### src/rtl/board_mem_arbiter.sv
// Board memory arbiter: the clear sequence, game writes and VGA reads share one board memory port.
// Define BOARD_ARB_AGE_EN to let a long-waiting VGA request outrank the game controller.
module board_mem_arbiter (
  input  logic       clk,
  input  logic       reset,
  input  logic       clear_req,
  output logic       clear_busy,
  output logic       clear_done,
  input  logic       game_req,
  input  logic [2:0] game_addr,
  input  logic [5:0] game_onoff,
  input  logic [5:0] game_player,
  output logic       game_gnt,
  input  logic       vga_req,
  input  logic [2:0] vga_addr,
  output logic       vga_gnt,
  output logic       vga_valid,
  output logic [2:0] mem_address,
  output logic       onoff_write,
  output logic       player_write,
  output logic [5:0] write_to_onoff,
  output logic [5:0] write_to_player
);

  typedef enum logic [1:0] {
    IDLE  = 2'd0,
    CLEAR = 2'd1,
    DONE  = 2'd2
  } state_t;

  localparam logic [2:0] LAST_COL = 3'd6;
  localparam logic [2:0] BAD_COL  = 3'd7;

  state_t     state_q, state_d;
  logic [2:0] col_q, col_d;

  logic [2:0] memAddr_q, memAddr_d;
  logic       onoffWr_q, onoffWr_d;
  logic       playerWr_q, playerWr_d;
  logic [5:0] onoffData_q, onoffData_d;
  logic [5:0] playerData_q, playerData_d;
  logic       gameGnt_q, gameGnt_d;
  logic       vgaGnt_q, vgaGnt_d;
  logic       vgaValid_q, vgaValid_d;
  logic       busy_q, busy_d;
  logic       done_q, done_d;

  logic       arbEn;
  logic       gameElig;
  logic       vgaElig;
  logic       vgaFirst;
  logic       grantGame;
  logic       grantVga;

`ifdef BOARD_ARB_AGE_EN
  logic [2:0] age_q, age_d;

  always_comb begin
    age_d = age_q;
    if (!vga_req || vgaGnt_q) begin
      age_d = '0;
    end else if (age_q != 3'd7) begin
      age_d = age_q + 3'd1;
    end
  end

  always_ff @(posedge clk) begin
    if (reset) begin
      age_q <= '0;
    end else begin
      age_q <= age_d;
    end
  end

  assign vgaFirst = (age_q >= 3'd4);
`else
  assign vgaFirst = 1'b0;
`endif

  // Grants are only decided on edges whose following cycle is plain IDLE.
  // A grant blocks its own requester next cycle, and a game grant also holds VGA
  // off for that gap so a game controller re-requesting straight away keeps priority.
  assign arbEn     = (state_q == DONE) || ((state_q == IDLE) && !clear_req);
  assign gameElig  = game_req && !gameGnt_q;
  assign vgaElig   = vga_req && !vgaGnt_q && !gameGnt_q;
  assign grantVga  = arbEn && vgaElig && (vgaFirst || !gameElig);
  assign grantGame = arbEn && gameElig && !grantVga;

  always_comb begin
    state_d = state_q;
    col_d   = col_q;
    case (state_q)
      IDLE: begin
        if (clear_req) begin
          state_d = CLEAR;
          col_d   = '0;
        end
      end
      CLEAR: begin
        if (col_q == LAST_COL) begin
          state_d = DONE;
        end else begin
          col_d = col_q + 3'd1;
        end
      end
      DONE: begin
        state_d = IDLE;
      end
      default: begin
        state_d = IDLE;
      end
    endcase
  end

  // Port values are computed for the coming cycle so every output is a flop.
  always_comb begin
    memAddr_d    = '0;
    onoffWr_d    = 1'b0;
    playerWr_d   = 1'b0;
    onoffData_d  = '0;
    playerData_d = '0;
    gameGnt_d    = 1'b0;
    vgaGnt_d     = 1'b0;
    vgaValid_d   = vgaGnt_q;
    busy_d       = 1'b0;
    done_d       = 1'b0;
    case (state_d)
      CLEAR: begin
        memAddr_d  = col_d;
        onoffWr_d  = 1'b1;
        playerWr_d = 1'b1;
        busy_d     = 1'b1;
      end
      DONE: begin
        done_d = 1'b1;
      end
      default: begin
        if (grantGame) begin
          gameGnt_d    = 1'b1;
          memAddr_d    = game_addr;
          onoffWr_d    = (game_addr != BAD_COL);
          playerWr_d   = (game_addr != BAD_COL);
          onoffData_d  = game_onoff;
          playerData_d = game_player;
        end else if (grantVga) begin
          vgaGnt_d  = 1'b1;
          memAddr_d = vga_addr;
        end
      end
    endcase
  end

  always_ff @(posedge clk) begin
    if (reset) begin
      state_q      <= IDLE;
      col_q        <= '0;
      memAddr_q    <= '0;
      onoffWr_q    <= 1'b0;
      playerWr_q   <= 1'b0;
      onoffData_q  <= '0;
      playerData_q <= '0;
      gameGnt_q    <= 1'b0;
      vgaGnt_q     <= 1'b0;
      vgaValid_q   <= 1'b0;
      busy_q       <= 1'b0;
      done_q       <= 1'b0;
    end else begin
      state_q      <= state_d;
      col_q        <= col_d;
      memAddr_q    <= memAddr_d;
      onoffWr_q    <= onoffWr_d;
      playerWr_q   <= playerWr_d;
      onoffData_q  <= onoffData_d;
      playerData_q <= playerData_d;
      gameGnt_q    <= gameGnt_d;
      vgaGnt_q     <= vgaGnt_d;
      vgaValid_q   <= vgaValid_d;
      busy_q       <= busy_d;
      done_q       <= done_d;
    end
  end

  assign clear_busy      = busy_q;
  assign clear_done      = done_q;
  assign game_gnt        = gameGnt_q;
  assign vga_gnt         = vgaGnt_q;
  assign vga_valid       = vgaValid_q;
  assign mem_address     = memAddr_q;
  assign onoff_write     = onoffWr_q;
  assign player_write    = playerWr_q;
  assign write_to_onoff  = onoffData_q;
  assign write_to_player = playerData_q;

endmodule

### config.mk
export PLATFORM = sky130hd
export DESIGN_NAME = board_mem_arbiter
export DESIGN_NICKNAME = d
export VERILOG_FILES = /design/src/rtl/board_mem_arbiter.sv
export SDC_FILE = /design/constraint.sdc
export NUM_CORES = 1
export LEC_CHECK = 0
export CAP_MARGIN = 0
export CORE_MARGIN = 2
export CORE_UTILIZATION = 23
export DETAILED_ROUTE_END_ITERATION = 8
export SLEW_MARGIN = 20
export SYNTH_ARGS = -nofsm -noshare
export SYNTH_HDL_FRONTEND = slang
export SYNTH_SLANG_ARGS = --single-unit
export TNS_END_PERCENT = 50
### constraint.sdc
create_clock -name clk -period 2.01 [get_ports clk]
set_input_delay 0.5025 -clock clk [delete_from_list [all_inputs] [get_ports clk]]
set_output_delay 0.5025 -clock clk [all_outputs]
set_load 0.02 [all_outputs]
Word-level counts from Yosys, hierarchy flattened
Cells that the tools add are included.

Div/mod/pow operators: 0. Multiply operators: 0. Add/subtract/negate cells: 1. Reductions and logical operators: 18. Bitwise operators: 1. Equality and inequality tests: 6. Shifts and indexed selects: 0. Order comparisons: 0. Muxes and demuxes: 15.

Operators by type and width (number): 2-to-1 mux 3 bit (4); one-hot mux 3 bit (2 select lines) (2); logical AND 1 bit (8); OR reduction 4 bit (2); zero test 1 bit (5); 2-to-1 mux 1 bit (5); equality test 2 x 1 -> 1 bit (second input constant) (2); equality test 2 bit (second input constant) (2); 2-to-1 mux 2 bit (2); one-hot mux 2 bit (2 select lines) (1); adder 3 x 1 -> 3 bit (second input constant) (1); equality test 3 bit (second input constant) (1); inequality test 3 bit (second input constant) (1); OR reduction 3 bit (1); zero test 2 bit (1); one-hot mux 1 bit (2 select lines) (1); logical OR 1 bit (1); NOT 1 bit (1).

Output and inout bits: 22. Memories: 0. ROM bits: 0. Latch bits: 0. Register bits after elaboration: 26. RAM bits: 0. Word-level logic and storage cells: 52. Bits of input ports: 23.

Longest topological paths before layout
Gate-level depths: netlist of run 1.

Word-level depth: 9. Mapped depth: 9.

Worst setup path after synthesis of run 1
OpenSTA, ideal clock, no wires.

Path type: reg2reg. Start point: register col_q[0]. End point: register memAddr_q[0] (netlist: mem_address[0]). Required time: 1.888 ns. Path slack: -0.047 ns. Arrival time: 1.935 ns. Library setup time: 0.122 ns. Cell stages (with the launch flop): 9. Cell sequence: dfxtp_1 inv_1 ha_1 a31o_2 ha_1 and3b_1 and3_1 and2_1 a221o_1.

Longest elaborated chain between the ends: 5. Elaborated cells between the ends (all ways): 10. Classes of those cells: add/sub (1); eq/ne (3); mux (6).

Ends and longest elaborated chain: start, declared (RTL line 35) `logic [2:0] col_q, col_d;`; start signal, assigned (RTL line 169) `col_q <= col_d;`; parallel branches: the longest is 4 deep, another holds adder 3 x 1 -> 3 bit; one-hot mux 3 bit (2 select lines) (*) (RTL line 127) `case (state_d)`; end signal, assigned (RTL line 170) `memAddr_q <= memAddr_d;`; end, declared (RTL line 37) `logic [2:0] memAddr_q, memAddr_d;`.

Every way passes the cells marked *. A chain may end at the register's enable or synchronous reset.

Final worst setup path of run 1
Start point: input port clear_req. End point: register memAddr_q[1] (netlist: mem_address[1]).

Elaborated cells between the ends (all ways): 17. Classes of those cells: eq/ne (2); mux (7); reduce/logical (8).

RTL lines: start, declared (RTL line 6) `input logic clear_req,`; 2-to-1 mux 2 bit (*) (RTL line 94) `if (clear_req) begin`; one-hot mux 2 bit (2 select lines) (*) (RTL line 92) `case (state_q)`; net state_d[0] (RTL line 34) `state_t state_q, state_d;`; equality test 2 bit / equality test 2 x 1 -> 1 bit (equally long branches) (RTL line 127); one-hot mux 3 bit (2 select lines) (*) (RTL line 127).

Mark *: on every way through the listed nets, which the timed path passes. The rest lies on a longest branch.

==> results.txt, run 1 <==
leakage power: 0.6765 nW
Area growth, synth to finish: 75.17%
fin crit share: 97.17%
fillers: 389
area occupied by registers: 521.8 µm²
Fin. Hold Viols: 0
Syn Std Cell Area: 942.2 µm²
antenna violations before repair: 0
Setup Viol. Count Final: 0
maxcap violations: 0
CTS Hold Buffers Added: 0
TritonCTS Buffers: 3
Die Ht: 68 µm
post-route setup slack: 0.05691 ns
clock tree sinks: 26
Yosys reg bits: 26
crit path kind: in -> reg
first-pass GRT wire length: 3594 µm
Top Ports: 45
Rel. slew slack: 76.67%
CTS clock-pin slew for the worst setup and hold paths: 0.09 ns
Sum Neg Setup Slack: 0 ns
Die Span X: 68 µm
Finished Core Util: 41.56%
crit path DAT: 2.11 ns
critical path, cell by cell: dlygate4sd2_1 > o21bai_1 > a31o_2 > buf_6 > inv_1 > ha_2 > nor2b_4 > and2_4 > nor2b_1 > a221o_1
Core Area: 3971 µm²
DRC: 0
final WL: 2433 µm
VDD IR max: 236.6 µV
multi-input logic area: 421.7 µm²
pre-CTS setup slack: -0.4785 ns
Post-DRT Antenna Nets: 0
initial drt markers: 20
Initial Util: 23.72%
Clock Tree Buf Depth: 2
critical path's slowest cell: a221o_1
Max Fclk: 0.5120 GHz
vias in the first global route: 867
Period minus WS final: 1.953 ns
post-synthesis net count: 117
Yosys warning count: 0
Area contributors post-synth: dfxtp_1, and2_1, ha_1
row count: 23
crit-path max cell delay: 0.27 ns
sequential share of the synthesized area: 55.25%
EDFF count, synth: 0
Power per Cell Area: 622.3 nW/µm²
hold_ws: 0.4948 ns
# diodes: 0
fraction of layout cells with a size suffix above 1: 19.74%
DR vias/cell: 4.292
pin count of the biggest net entering global routing: 15
DRT Pass-1 Iters: 4
Tot GR Track Use: 10.47%
crit-path max FO: 3
Die Area: 4624 µm²
worst clock skew: 0.005880 ns
CTS tree: yes
hpwl dp: 1880 µm
Congestion Overflow GR: 0
cell with the most instances after synthesis: dfxtp_1
CP endpoint kind: flip-flop
syn avg cell area: 10.47 µm²
IO Port Bufs: 44
Synth area leader: dfxtp_1
Synth cell types: 27
Final nets: 180
Yosys top cell area share: 55.25%
Wirelength per Cell: 12.04 µm
asr flop ratio synth: 0%
H-tree depth: 1
Worst-Skew Late Latency: 0.27 ns
status: finished clean
synth cell count leaders: dfxtp_1, and2_1, nor2b_1, inv_1
Clock Root Buffer: clkbuf_8
transition time of the tightest slew-check pin: 0.3473 ns
routability cong.: 0.8220
Top FF cell, synth: dfxtp_1
Total Power: 1.027 mW
CP Data Required Time: 2.17 ns
fin. max-slew vios: 0
Min-Delay Path Class: reg -> reg
CP startpoint kind: input pin
synthesized instance count: 90
Vias: 867
-- worst paths after layout --
path                       startpoint                        end  slack [ns]  cells after the start
setup / recovery            clear_req  mem_address[1]$_SDFF_PP0_        0.06                     10
setup reg to reg  col_q[0]$_SDFF_PP0_  mem_address[0]$_SDFF_PP0_        0.09                      8
hold reg to reg    vga_gnt$_SDFF_PP0_       vga_valid$_SDFF_PP0_        0.49                      1
hold / removal     vga_gnt$_SDFF_PP0_       vga_valid$_SDFF_PP0_        0.49                      1
-- placed cells by master (no fill, tap or decap), types with 2 or more instances in the layout --
master / n
clkdlybuf4s50_1: 43
dfxtp_1: 25
nor2_1: 4
nor3b_1: 2
and2_1: 13
clkbuf_8: 4
inv_1: 5
a21oi_1: 3
nor3_1: 2
nand2b_1: 2
buf_4: 16
nor4_1: 2
nand3_1: 3
ha_2: 2
nor2b_1: 4
a221o_1: 3
-- worst max-delay path: cells and delay by family --
kind	cells	cell delay, ns
adder cells (fa/ha/maj)	1	0.18
AND/OR/NAND/NOR	3	0.41
AO/OA/AOI/OAI	3	0.63
buffers and inverters	3	0.39
-- power breakdown --
part           internal, mW  switching (mW)  leakage, nW
Combinational         0.101          0.0604        0.436
Clock                 0.175           0.158       0.0288
Sequential            0.527         0.00497        0.211
-- flip-flops by register name, indices dropped and copies added, names as in the netlist --
signal / flops
clear_done: 1
vga_valid: 1
mem_address: 3
player_write: 1
write_to_onoff: 6
clear_busy: 1
write_to_player: 6
col_q: 3
game_gnt: 1
state_q: 2
vga_gnt: 1
-- what timing repair did --
action                                  in CTS  in global routing
endpoints found under the setup margin      15                  4
pin swaps                                    1                  1
buffers inserted                             1                  2
gates resized for setup                      5                  4
-- layout make-up --
class                   instances  area share [%]
clock buffers                   4           3.336
repair buffers                 61           34.57
multi-input cells              56           25.55
inverters                       5           1.137
well taps                      50           3.791
flip-flops and latches         26           31.61
-- cell families after synthesis --
kind of cell	count (synthesis)	share of synthesized area [%]
AO/OA/AOI/OAI	13	11.02
adder cells (fa/ha/maj)	4	5.312
buffers and inverters	8	3.718
flip-flops	26	55.25
AND/OR/NAND/NOR	39	24.70
-- routing by layer --
layer	part of all wire, %	global-route usage (%)
met1	41	10.79
met2	45	17.96
met3	12	3.947
met4	2.2	6.250
met5	0	0
-- through the flow --
| step | std cells | cell area, µm² |
|---|---|---|
| finish | 202 | 1650 |
| global route | 202 | 1650 |
| CTS | 200 | 1622 |
| detailed placement | 195 | 1538 |
| global placement | 195 | 1538 |
| floorplan | 90 | 945.9 |
Power figures use the tool's default switching activity.
==> run 2, diff against run 1 <==
Settings changed: CORE_ASPECT_RATIO from default to 1.5, CTS_BUF_LIST from default to sky130_fd_sc_hd__clkbuf_8.
==> run 2 against run 1 <==
  * First-iteration DRC count is 20% higher
  * Non-clock buffer count is 4 lower
  * Largest cell class unchanged
  * Sequential power about the same
  * Final cell count is 4.5% lower
  * Clock skew shrank 0.0039 ns
  * Global-route usage grew 0.60 points
  * Core utilization shrank 0.23 points
  * Hold slack got worse by 0.010 ns
==> results.txt, run 2 (synthesis results as in run 1) <==
Congestion Overflow GR: 0 (unchanged)
commonest non-fill, non-tap cells in the layout: clkdlybuf4s50_1, dfxtp_1, and2_1 (was clkdlybuf4s50_1, dfxtp_1, buf_4)
R2R cell count: 8 (unchanged)
Vias: 845 (was 867)
Clk pwr share: 32.6% (was 32.5%)
transition time of the tightest slew-check pin: 0.2260 ns (was 0.3473 ns)
final std cells w/o fill: 193 (was 202)
first-pass GRT wire length: 4043 µm (was 3594 µm)
crit-path max FO: 5 (was 3)
Post-Place Cells: 189 (was 195)
fin crit share: 95.76% (was 97.17%)
CP endpoint kind: flip-flop (unchanged)
crit-path max cell delay: 0.33 ns (was 0.27 ns)
CP Data Required Time: 2.17 ns (about the same)
Comb pwr share: 14.7% (was 15.8%)
routability cong.: 0.7965 (was 0.8220)
Seq pwr share: 52.7% (was 51.8%)
Wirelength per Cell: 12.34 µm (was 12.04 µm)
hpwl dp: 1937 µm (was 1880 µm)
Worst-Skew Late Latency: 0.26 ns (was 0.27 ns)
Total Power: 1.012 mW (was 1.027 mW)
maxcap violations: 0 (unchanged)
CP startpoint: col_q[0]$_SDFF_PP0_ (was clear_req)
internal power: 0.7937 mW (was 0.8033 mW)
Sw Ratio: 21.56% (was 21.79%)
Top Ports: 45 (unchanged)
DR vias/cell: 4.378 (was 4.292)
Core Area: 3924 µm² (was 3971 µm²)
switching pwr: 0.2182 mW (was 0.2238 mW)
Tot GR Track Use: 11.07% (was 10.47%)
fraction of layout cells with a size suffix above 1: 18.92% (was 19.74%)
row count: 28 (was 23)
VDD IR max: 407.5 µV (was 236.6 µV)
Post-DRT Antenna Nets: 0 (unchanged)
commonest non-fill, non-tap cell in the layout: clkdlybuf4s50_1 (unchanged)
worst clock skew: 0.001931 ns (was 0.005880 ns)
Rel. slew slack: 84.80% (was 76.67%)
fin. max-slew vios: 0 (unchanged)
Power per Cell Area: 624.0 nW/µm² (was 622.3 nW/µm²)
Setup crit end: mem_address[0]$_SDFF_PP0_ (was mem_address[1]$_SDFF_PP0_)
Area growth, synth to finish: 72.11% (was 75.17%)
Die Ht: 82.39 µm (was 68 µm)
Die Area: 4635 µm² (was 4624 µm²)
crit path DAT: 2.08 ns (was 2.11 ns)
CP most frequent cell: ha_4
crit path kind: reg -> reg (was in -> reg)
antenna violations before repair: 0 (unchanged)
Final nets: 176 (was 180)
status: finished clean (unchanged)
critical path's slowest cell: dfxtp_2 (was a221o_1)
IO Port Bufs: 44 (unchanged)
CTS clock-pin slew for the worst setup and hold paths: 0.09 ns (about the same)
Clock Root Buffer: clkbuf_8 (unchanged)
Max Fclk: 0.5196 GHz (was 0.5120 GHz)
DRT Pass-1 Iters: 4 (unchanged)
H-tree depth: 1 (unchanged)
leakage power: 0.6537 nW (was 0.6765 nW)
TritonCTS Buffers: 3 (unchanged)
Initial Util: 24.01% (was 23.72%)
final WL: 2381 µm (was 2433 µm)
critical path, cell by cell: inv_1 > ha_4 > a31o_2 > ha_4 > and3b_1 > and3_4 > and2_1 > a221o_1 (was dlygate4sd2_1 > o21bai_1 > a31o_2 > buf_6 > inv_1 > ha_2 > nor2b_4 > and2_4 > nor2b_1 > a221o_1)
Fin. Hold Viols: 0 (unchanged)
Period minus WS final: 1.925 ns (was 1.953 ns)
CP startpoint kind: flip-flop (was input pin)
DRC: 0 (unchanged)
Clock Tree Buf Depth: 2 (unchanged)
Min-Delay Path Class: reg -> reg (unchanged)
Setup Viol. Count Final: 0 (unchanged)
# diodes: 0 (unchanged)
Critical R2R Launch: col_q[0]$_SDFF_PP0_ (unchanged)
vias in the first global route: 867 (unchanged)
initial drt markers: 24 (was 20)
CTS tree: yes (unchanged)
reg2reg end: mem_address[0]$_SDFF_PP0_ (unchanged)
Die Span X: 56.26 µm (was 68 µm)
pin count of the biggest net entering global routing: 15 (unchanged)
unrepaired setup endpoints after global routing: no
clock tree sinks: 26 (unchanged)
reg-to-reg slack, setup: 0.09 ns (about the same)
setup bufs post-CTS: 0 (was 1)
[run 2: cell type report]
cell class	instances	area [µm²]
Fill cell	378	2302
Timing Repair Buffer	57	540.5
Sequential cell	26	524.3
Multi-Input combinational cell	56	426.7
Tap cell	45	56.30
Clock buffer	4	55.05
Inverter	5	18.77
[run 2: metrics by stage]
step	setup TNS (ns)	cell area [µm²]	util, %	setup WS [ns]	hold WS [ns]
final	0	1622	41.33	0.08532	0.4843
after global routing	0	1622	41.33	0.01315	0.5198
after CTS	0	1603	40.85	0.01603	0.4892
after detailed placement	-6.515	1524	38.84	-0.5202	0.4767
after global placement	-6.400	1524	38.84	-0.5031	0.4709
after floorplan	0	945.9	-	0.03255	0.5320
[run 2: critical path: cells and delay by family, from the launching register on]
kind	cells	cell delay (ns)
flops	1	0.33
compound gates	2	0.52
buf+inv	1	0.06
fa+ha+maj	2	0.41
simple gates	3	0.49
[run 2: power by group through the flow]
stage                     logic (mW)  registers (mW)  clock network [mW]
after floorplan               0.0423           0.556                   0
after global placement         0.141           0.545                   0
after detailed placement       0.143           0.545                   0
after CTS                      0.148           0.533               0.339
after global routing           0.161           0.536               0.370
final                          0.149           0.533               0.330
[run 2: routing by layer]
layer | global-route usage (%) | vias to the layer above | part of all wire (%)
li1 | - | 425 | -
met1 | 12.50 | 371 | 42
met2 | 20.24 | 47 | 49
met3 | 2.960 | 2 | 8.2
met4 | 3.571 | 0 | 0.59
met5 | 0 | - | 0
[run 2: worst min-delay path by stage]
| stage | from | to | slack [ns] | cells after the start |
|---|---|---|---|---|
| CTS | vga_gnt$_SDFF_PP0_ | vga_valid$_SDFF_PP0_ | 0.49 | 1 |
| global placement | vga_gnt$_SDFF_PP0_ | vga_valid$_SDFF_PP0_ | 0.47 | 1 |
| floorplan | col_q[1]$_SDFF_PP0_ | col_q[1]$_SDFF_PP0_ | 0.53 | 2 |
| detailed placement | vga_gnt$_SDFF_PP0_ | vga_valid$_SDFF_PP0_ | 0.48 | 1 |
| finish | vga_gnt$_SDFF_PP0_ | vga_valid$_SDFF_PP0_ | 0.48 | 1 |
| global route | vga_gnt$_SDFF_PP0_ | vga_valid$_SDFF_PP0_ | 0.52 | 1 |
[run 2: what timing repair did]
action / 4_1_cts / 5_1_grt
cloned: 0 / 0
hold buffers: 0 / 0
pin swaps: 1 / 2
setup endpoints to repair: 15 / 3
resized for setup: 7 / 5
